**config.mk**
```make
export PLATFORM = sky130hd
export DESIGN_NAME = alu_ea_sequencer
export DESIGN_NICKNAME = d
export VERILOG_FILES = /design/src/rtl/alu_ea_sequencer_pkg.sv /design/src/rtl/alu_ea_sequencer.sv
export SDC_FILE = /design/constraint.sdc
export NUM_CORES = 1
export LEC_CHECK = 0
export ABC_AREA = 1
export CAP_MARGIN = 20
export CORE_MARGIN = 1.5
export CORE_UTILIZATION = 55
export CTS_CLUSTER_DIAMETER = 150
export DETAILED_ROUTE_END_ITERATION = 6
export DONT_BUFFER_PORTS = 1
export PLACE_DENSITY = 0.69
export SLEW_MARGIN = 15
export SYNTH_ARGS = -nofsm -noshare
export SYNTH_HDL_FRONTEND = slang
export SYNTH_SLANG_ARGS = --single-unit
```
**constraint.sdc**
```tcl
create_clock -name clk -period 2.55 [get_ports clk]
set_clock_uncertainty 0.1 [all_clocks]
set_input_delay 0.3825 -clock clk [delete_from_list [all_inputs] [get_ports clk]]
set_output_delay 0.3825 -clock clk [all_outputs]
set_load 0.01 [all_outputs]
```
**src/rtl/alu_ea_sequencer_pkg.sv**
```systemverilog
// Shared encodings for the effective-address sequencer and the ALU input mux:
// mux select codes, addressing-mode encodings and sequencer states.
package alu_ea_sequencer_pkg;

    localparam logic [2:0] MUX_A    = 3'd1;
    localparam logic [2:0] MUX_X    = 3'd2;
    localparam logic [2:0] MUX_Y    = 3'd3;
    localparam logic [2:0] MUX_DATA = 3'd4;
    localparam logic [2:0] MUX_SP   = 3'd5;
    localparam logic [2:0] MUX_ONE  = 3'd6;

    typedef enum logic [2:0] {
        MODE_ZPX  = 3'd0,
        MODE_ZPY  = 3'd1,
        MODE_ABSX = 3'd2,
        MODE_ABSY = 3'd3,
        MODE_INDX = 3'd4,
        MODE_INDY = 3'd5,
        MODE_BAD6 = 3'd6,
        MODE_BAD7 = 3'd7
    } mode_e;

    typedef enum logic [2:0] {
        S_IDLE     = 3'd0,
        S_FETCH_LO = 3'd1,
        S_FETCH_HI = 3'd2,
        S_PTR_LO   = 3'd3,
        S_PTR_HI   = 3'd4,
        S_FIXUP    = 3'd5,
        S_DONE     = 3'd6
    } state_e;

    function automatic logic mode_legal(input logic [2:0] m);
        return (m <= 3'd5);
    endfunction

    // Modes 0, 2 and 4 index with X; the remaining legal modes index with Y.
    function automatic logic [2:0] idx_code(input logic [2:0] m);
        logic [2:0] code;
        case (m)
            3'd0, 3'd2, 3'd4: code = MUX_X;
            default:          code = MUX_Y;
        endcase
        return code;
    endfunction

endpackage

```
**src/rtl/alu_ea_sequencer.sv**
```systemverilog
// Effective-address sequencer: walks the operand/pointer fetches of the indexed
// and indirect modes, steering the shared ALU and assembling a 16-bit EA.
module alu_ea_sequencer
    import alu_ea_sequencer_pkg::*;
#(
    parameter int IDX_W = 3,
    parameter int EA_W  = 16
) (
    input  logic             clk,
    input  logic             rst,
    input  logic             start,
    input  logic [2:0]       mode,
    input  logic             rmw,
    input  logic [EA_W-1:0]  pc_in,
    output logic             fetch_req,
    output logic [EA_W-1:0]  fetch_addr,
    input  logic             fetch_ack,
    input  logic [7:0]       data_in,
    output logic [IDX_W-1:0] mux_a_sel,
    output logic [IDX_W-1:0] mux_b_sel,
    output logic             alu_add,
    input  logic [7:0]       alu_out,
    input  logic             alu_carry,
    output logic [EA_W-1:0]  ea,
    output logic             page_cross,
    output logic             busy,
    output logic             done,
    output logic             bad_mode
);

    state_e     state;
    mode_e      mode_r;
    logic       rmw_r;
    logic [7:0] ptr;
    logic       c;

    // Sequence context: latched mode/rmw, zero-page pointer and low-byte carry.
    always_ff @(posedge clk) begin
        if (state == S_IDLE && start) begin
            mode_r <= mode_e'(mode);
            rmw_r  <= rmw;
        end
        if (state == S_FETCH_LO && fetch_ack) begin
            ptr <= alu_out;
            c   <= alu_carry;
        end
        if (state == S_PTR_LO && fetch_ack && mode_r == MODE_INDY) begin
            c <= alu_carry;
        end
    end

    // Every output is registered; each transition loads the values the next state presents.
    always_ff @(posedge clk or posedge rst) begin
        if (rst) begin
            state      <= S_IDLE;
            ea         <= '0;
            page_cross <= 1'b0;
            fetch_req  <= 1'b0;
            fetch_addr <= '0;
            busy       <= 1'b0;
            done       <= 1'b0;
            bad_mode   <= 1'b0;
            mux_a_sel  <= MUX_DATA;
            mux_b_sel  <= MUX_DATA;
            alu_add    <= 1'b0;
        end else begin
            done     <= 1'b0;
            bad_mode <= 1'b0;
            case (state)
                S_IDLE: begin
                    if (start) begin
                        busy <= 1'b1;
                        if (mode_legal(mode)) begin
                            state      <= S_FETCH_LO;
                            fetch_req  <= 1'b1;
                            fetch_addr <= pc_in;
                            mux_a_sel  <= MUX_DATA;
                            if (mode_e'(mode) == MODE_INDY) begin
                                mux_b_sel <= MUX_DATA;
                                alu_add   <= 1'b0;
                            end else begin
                                mux_b_sel <= idx_code(mode);
                                alu_add   <= 1'b1;
                            end
                        end else begin
                            state      <= S_DONE;
                            done       <= 1'b1;
                            bad_mode   <= 1'b1;
                            ea         <= '0;
                            page_cross <= 1'b0;
                        end
                    end
                end

                S_FETCH_LO: begin
                    if (fetch_ack) begin
                        case (mode_r)
                            MODE_ZPX, MODE_ZPY: begin
                                // Zero-page indexing wraps inside page 0; the carry is dropped.
                                ea         <= {8'h00, alu_out};
                                state      <= S_DONE;
                                done       <= 1'b1;
                                page_cross <= 1'b0;
                                fetch_req  <= 1'b0;
                                mux_a_sel  <= MUX_DATA;
                                mux_b_sel  <= MUX_DATA;
                                alu_add    <= 1'b0;
                            end
                            MODE_ABSX, MODE_ABSY: begin
                                ea[7:0]    <= alu_out;
                                state      <= S_FETCH_HI;
                                fetch_addr <= pc_in + 16'd1;
                                mux_a_sel  <= MUX_DATA;
                                mux_b_sel  <= MUX_DATA;
                                alu_add    <= 1'b0;
                            end
                            default: begin
                                state      <= S_PTR_LO;
                                fetch_addr <= {8'h00, alu_out};
                                mux_a_sel  <= MUX_DATA;
                                if (mode_r == MODE_INDY) begin
                                    mux_b_sel <= MUX_Y;
                                    alu_add   <= 1'b1;
                                end else begin
                                    mux_b_sel <= MUX_DATA;
                                    alu_add   <= 1'b0;
                                end
                            end
                        endcase
                    end
                end

                S_FETCH_HI: begin
                    if (fetch_ack) begin
                        ea[EA_W-1:8] <= alu_out;
                        fetch_req    <= 1'b0;
                        if (c || rmw_r) begin
                            state <= S_FIXUP;
                        end else begin
                            state      <= S_DONE;
                            done       <= 1'b1;
                            page_cross <= c;
                        end
                    end
                end

                S_PTR_LO: begin
                    if (fetch_ack) begin
                        ea[7:0]    <= alu_out;
                        state      <= S_PTR_HI;
                        // Pointer high byte stays in page 0: FF wraps to 00.
                        fetch_addr <= {8'h00, ptr + 8'd1};
                        mux_a_sel  <= MUX_DATA;
                        mux_b_sel  <= MUX_DATA;
                        alu_add    <= 1'b0;
                    end
                end

                S_PTR_HI: begin
                    if (fetch_ack) begin
                        ea[EA_W-1:8] <= data_in;
                        fetch_req    <= 1'b0;
                        if (mode_r == MODE_INDY && (c || rmw_r)) begin
                            state <= S_FIXUP;
                        end else begin
                            state      <= S_DONE;
                            done       <= 1'b1;
                            page_cross <= (mode_r == MODE_INDY) && c;
                        end
                    end
                end

                S_FIXUP: begin
                    ea[EA_W-1:8] <= ea[EA_W-1:8] + {7'd0, c};
                    state        <= S_DONE;
                    done         <= 1'b1;
                    page_cross   <= c;
                end

                S_DONE: begin
                    state <= S_IDLE;
                    busy  <= 1'b0;
                end

                default: begin
                    state     <= S_IDLE;
                    busy      <= 1'b0;
                    fetch_req <= 1'b0;
                end
            endcase
        end
    end

endmodule

```
After elaboration in Yosys (flattened, before gate mapping)
Cells that the tools add are included.
Operators by class
  eq/ne operators: 27
  reduce and logical (&&, ||, !) cells: 31
  divide/modulo/power cells: 0
  add/subtract/negate cells: 3
  order comparisons: 1
  shift-type cells: 0
  bitwise logic cells: 2
  multiplexer cells: 70
  multipliers: 0
Operator list (number)
  $mux W16: 7
  $pmux W16 S3: 1
  $mux W3: 14
  $pmux W8 S5: 1
  $mux W8: 4
  $pmux W16 S2: 1
  $mux W1: 30
  $pmux W8 S3: 1
  $ne A2 B2 Y1 const B: 10
  $eq A3 B3 Y1 const B: 6
  $pmux W3 S6: 1
  $reduce_and A6 Y1: 3
  $add A16 B1 Y16 const B: 1
  $eq A3 B2 Y1 const B: 5
  $pmux W3 S2: 2
  $pmux W1 S5: 2
  $reduce_and A5 Y1: 2
  $logic_not A3 Y1: 3
  $pmux W3 S3: 1
  $reduce_and A9 Y1: 1
  $add A8 B1 Y8: 1
  $add A8 B1 Y8 const B: 1
  $ne A2 B1 Y1 const B: 4
  $reduce_or A2 Y1: 4
  other kinds (18): 28
Storage, ports and cells
  flip-flop bits (word level): 60
  latch bits: 0
  bits in read-only memories: 0
  RAM bits: 0
  input bits: 41
  memories kept: 0
  word-level logic and storage cells: 150

Depth between registers and ports, before layout
Gate-level depths: netlist (run 1).
  depth in word-level cells: 7
  depth in mapped cells: 11
  depth with buffers taken out: 11

Least setup slack after synthesis (run 1)
No wires, ideal clock.
  kind: register to register
  from: reg state[2]
  to: reg ptr[0] (enable)
  required time: 2.080 ns
  buffers on the path: 0
  library setup time: 0.370 ns
  cell stages (with the launch flop): 6
  data arrival time: 1.312 ns
  clock period less this slack: 1.782 ns
  setup slack: 0.768 ns
  cell sequence: dfrtp_1 inv_2 nand2_2 nor2_4 inv_2 nor2_1
Between the ends
  word-level cells in the longest chain between the ends: 2
RTL lines
  from (decl): line alu_ea_sequencer.sv:31  | state_e state;
  from (signal assigned): line alu_ea_sequencer.sv:55  | state <= S_IDLE;
  from (signal assigned): line alu_ea_sequencer.sv:74  | state <= S_FETCH_LO;
  from (signal assigned): line alu_ea_sequencer.sv:86  | state <= S_DONE;
  $eq A3 B1 Y1: line alu_ea_sequencer.sv:43  | if (state == S_FETCH_LO && fetch_ack) begin
  $logic_and A1 B1 Y1: line alu_ea_sequencer.sv:43
  to (signal assigned): line alu_ea_sequencer.sv:44  | ptr <= alu_out;
  to (decl): line alu_ea_sequencer.sv:34  | logic [7:0] ptr;
Every way passes these cells.
A chain may end at the register's enable or synchronous reset.

Worst setup path in the final report (run 1)
  from: reg state[2]
  to: reg fetch_addr[9]
Between the ends
  word-level cells in the longest chain between the ends: 3
  elaborated cells between the ends (all ways): 11
RTL lines
  $eq A3 B1 Y1 (tied with other cells): line alu_ea_sequencer.sv:69  | case (state)
  $ne A2 B2 Y1 (no line) (tied with other cells)
  $reduce_and A6 Y1 (no line)
  to (signal assigned): line alu_ea_sequencer.sv:76  | fetch_addr <= pc_in;
  to (signal assigned): line alu_ea_sequencer.sv:112  | fetch_addr <= pc_in + 16'd1;
  to (signal assigned): line alu_ea_sequencer.sv:119  | fetch_addr <= {8'h00, alu_out};
  to (decl): line alu_ea_sequencer.sv:16  | output logic [EA_W-1:0] fetch_addr,
Parallel ways exist; a longest one is shown, timed or not.

==> impl_metrics.csv, run 1 <==
group,metric,value,unit
status,violated_checks,"hold timing",
place,detailed_place.area,0.00358,mm2
drt,drtPass1Iterations,4,
die,ios,85,
synth,synth_seq_area_share,41.4,%
global_route,grt_first_pass_wirelength,14600,um
clock_network,cts.clk_slew.worst_paths,0.10,ns
die,initial_core_util,56.4,%
die,placementRows,29,
power,leakagePower,0.00187,uW
drt,vias,3263,
clock_network,cts_buffer_depth,2,
flow_run,maxCapViolations,0,
worst_setup_path,critPathLaunchType,"register",
finish,post-route-cell-area,0.00369,mm2
synth,syn_avg_cell_area,6.89,um2
global_route,gr-total-overflow,0,
worst_setup_path,worst-endpoint-required,2.65,ns
global_route,grt_start_max_net_pins,44,
place,dp.final_hpwl,6500,um
clock_network,root_buffer,"sky130_fd_sc_hd__clkbuf_8",
global_route,antenna_found_initial,0,
die,coreArea,0.00628,mm2
place,gpl.final_weighted_congestion,0.908,
finish,layout-drive-gt1-share,7.00,%
global_route,grt_usage,25.9,%
timing,fin_setup_tns,0,ns
die,die-height,83.2,um
worst_setup_path,r2r-end,"fetch_addr[9]",
worst_setup_path,reg2reg_slack,0.35,ns
worst_setup_path,ff2ff_path_depth,10,
finish,layout_common_cells,"193 x sky130_fd_sc_hd__nand2_1, 54 x sky130_fd_sc_hd__nand3_1, 53 x sky130_fd_sc_hd__nor2_1",
synth,synthCells,514,
place,detailedPlace.worstSlack,0.340,ns
drt,ant_nets,0,
status,outcome,"complete, but fails checks",
clock_network,post_cts_sizing,0,
synth,number_of_distinct_library_cells_after_synthesis,33,
timing,timing_hold_violations_final,28,
worst_setup_path,cp_slowest_stage_delay,0.48,ns
timing,timing_max_transition_violations_final,0,
worst_setup_path,cpLargestDelayFamily,"simple AND/OR/NAND/NOR gates",
power,worst_ir_drop_vdd,0.000601,V
drt,drcViolationCount,0,
drt,mean_number_of_vias_per_cell,5.52,
die,die_area,0.00693,mm2
place,port-buffer-count,0,
timing,layout_min_cycle_time,2.20,ns
timing,period_share,86.2,%
synth,synth-seq-cells,56,
worst_hold_path,worstHoldPathType,"in -> async",
power,power_density,1080,mW/mm2
worst_setup_path,critPathArrivalTime,2.30,ns
worst_setup_path,cpMaxStageDelayCell,"sky130_fd_sc_hd__dfrtp_1",
clock_network,tritoncts_num_sinks,56,
timing,setup_viol,0,
finish,layout.nets,559,
finish,layout.cells.most_common,"sky130_fd_sc_hd__nand2_1",
clock_network,tritoncts.num_buffers,5,
timing,max_slew_margin,58.2,%
timing,maxClockFrequency,0.455,GHz
timing,setup_ws,0.353,ns
global_route,first_global_vias,2976,
synth,yosys_warning_total,0,
drt,route.detailed.wl_per_inst,14.5,um
clock_network,worst_skew_pair.late_latency,0.31,ns
worst_setup_path,path_cells,"inv_2 > nand2_2 > nor2_4 > nand2_2 > nand2_2 > nor2_4 > nand2_2 > inv_2 > nand3_1 > nand2_1",
timing,worst-slew-pin-transition,0.624,ns
clock_network,ctsHtreeMaxLevel,2,
clock_network,cts.hold.buffers_added,0,
synth,synthesis.area,0.00354,mm2
timing,holdWs,-0.00995,ns
worst_setup_path,crit-reg2reg-launch,"state[2]",
worst_setup_path,end_kind,"register",
finish,layout-area-overhead-vs-synth,4.10,%
finish,antenna_cells,0,
worst_setup_path,critPathMaxFanout,21,
worst_setup_path,timing.critical_path.mode_cell,"sky130_fd_sc_hd__nand2_2",
worst_setup_path,timing_worst_setup_path_type,"reg -> reg",
drt,detailedRoute.firstIterationViolations,198,
clock_network,post-cts-setup-buffer-count,0,
timing,grt_setup_unrepaired,"false",
worst_setup_path,critical_path.n_buffers_inverters,2,
die,fp.dieW,83.2,um
clock_network,tritoncts_clock_tree,"built",
drt,route.final.wire_length,8590,um
power,post-layout-total-power,3990,uW
[worst max path at each step]
| stage | start | end | slack, ns | depth (start not counted) |
|---|---|---|---|---|
| 3_3_place_gp | state[2] | fetch_addr[9] | 0.44 | 10 |
| 3_5_place_dp | state[2] | fetch_addr[9] | 0.34 | 10 |
| 6_report | state[2] | fetch_addr[9] | 0.35 | 10 |
| 2_1_floorplan | state[2] | ptr[0] | 0.77 | 5 |
| 5_1_grt | state[2] | fetch_addr[8] | 0.08 | 10 |
| 4_1_cts | state[2] | fetch_addr[9] | 0.32 | 10 |
[final cells by class]
type	count	area, um2
Clock buffer	6	72.6
Inverter	55	206
Sequential cell	56	1470
Multi-Input combinational cell	392	1780
Timing Repair Buffer	4	30.0
Fill cell	599	2590
Tap cell	77	96.3
Clock inverter	1	30.0
[registers in the layout, indices dropped and copies added, names as in the netlist, 3 cells and up]
name,count
state,3
mode_r,3
ptr,8
fetch_addr,16
mux_b_sel,3
ea,16
[cell usage after synthesis]
library cell,instances,area [um2]
sky130_fd_sc_hd__nand2_2,6,37.5
sky130_fd_sc_hd__clkbuf_1,3,11.3
sky130_fd_sc_hd__nand3b_1,4,30.0
sky130_fd_sc_hd__conb_1,2,7.51
sky130_fd_sc_hd__inv_1,47,176
sky130_fd_sc_hd__o21ai_1,8,40.0
sky130_fd_sc_hd__nor2_2,4,25.0
sky130_fd_sc_hd__ha_1,4,50.1
sky130_fd_sc_hd__inv_2,7,26.3
sky130_fd_sc_hd__nor3_4,1,16.3
sky130_fd_sc_hd__clkinv_1,1,3.75
sky130_fd_sc_hd__o21bai_1,4,30.0
sky130_fd_sc_hd__nand4_1,6,37.5
sky130_fd_sc_hd__nand2_1,193,724
sky130_fd_sc_hd__dfstp_2,1,26.3
sky130_fd_sc_hd__a21oi_1,14,70.1
sky130_fd_sc_hd__xnor2_1,1,8.76
sky130_fd_sc_hd__nor3_1,1,5.00
sky130_fd_sc_hd__o21ai_0,24,120
sky130_fd_sc_hd__edfxtp_1,13,390
sky130_fd_sc_hd__buf_2,1,5.00
sky130_fd_sc_hd__o211ai_1,3,22.5
sky130_fd_sc_hd__dfrtp_1,42,1050
sky130_fd_sc_hd__buf_4,5,37.5
sky130_fd_sc_hd__or2_2,2,12.5
sky130_fd_sc_hd__nor2_1,53,199
sky130_fd_sc_hd__nor2_4,3,33.8
sky130_fd_sc_hd__nand3_1,54,270
sky130_fd_sc_hd__buf_6,3,33.8
sky130_fd_sc_hd__a31o_2,1,8.76
sky130_fd_sc_hd__a211oi_1,1,7.51
sky130_fd_sc_hd__o22ai_1,1,6.26
sky130_fd_sc_hd__o21ai_4,1,16.3
[worst register-to-register path, stage by stage (launching register included)]
cell and delay, ns:
sky130_fd_sc_hd__dfrtp_1 0.48, sky130_fd_sc_hd__inv_2 0.14, sky130_fd_sc_hd__nand2_2 0.21, sky130_fd_sc_hd__nor2_4 0.28, sky130_fd_sc_hd__nand2_2 0.09, sky130_fd_sc_hd__nand2_2 0.09
sky130_fd_sc_hd__nor2_4 0.04, sky130_fd_sc_hd__nand2_2 0.29, sky130_fd_sc_hd__inv_2 0.20, sky130_fd_sc_hd__nand3_1 0.12, sky130_fd_sc_hd__nand2_1 0.05
[stage by stage]
step / instances / hold slack (ns) / utilization [%]
2_1_floorplan: 515 / 0.372 / -
3_3_place_gp: 584 / 0.337 / 57.1
3_5_place_dp: 584 / 0.343 / 57.1
4_1_cts: 591 / 0.00242 / 58.7
5_1_grt: 591 / 0.0403 / 58.7
6_report: 591 / -0.00995 / 58.7
[where the power goes]
group          internal [uW]  switching [uW]  total (uW)  leakage (uW)
registers               1250             382        1630      0.000669
logic                    547            1240        1790       0.00114
clock network            288             277         565     0.0000513
total                   2090            1900        3990       0.00187
[per-layer routing]
metal	global-route usage [%]	vias to the layer above	share of wire, %
met4	5.61	0	0.95
met1	36.2	1508	44
li1	-	1636	-
met3	5.37	7	7.9
met2	41.8	112	47
met5	0	-	0
[cell families (layout without fill, tap and decap cells)]
group	count (synthesis)	in the layout	share of synthesized area (%)
AOI/OAI and AO/OA	57	57	9.08
xor gates and xnor gates	1	1	0.247
adders and majority gates	4	4	1.41
buffers and inverters	67	66	8.30
DFF	56	56	41.4
other	2	3	0.212
and+or+nand+nor	327	327	39.3
No activity file was read; power rests on OpenSTA's default activity.
==> run 2: changes to the inputs <==
Settings changed: GPL_TIMING_DRIVEN set to 1.
==> results of run 2 <==
Final layout, timing and power as in run 1 (identical DEF).
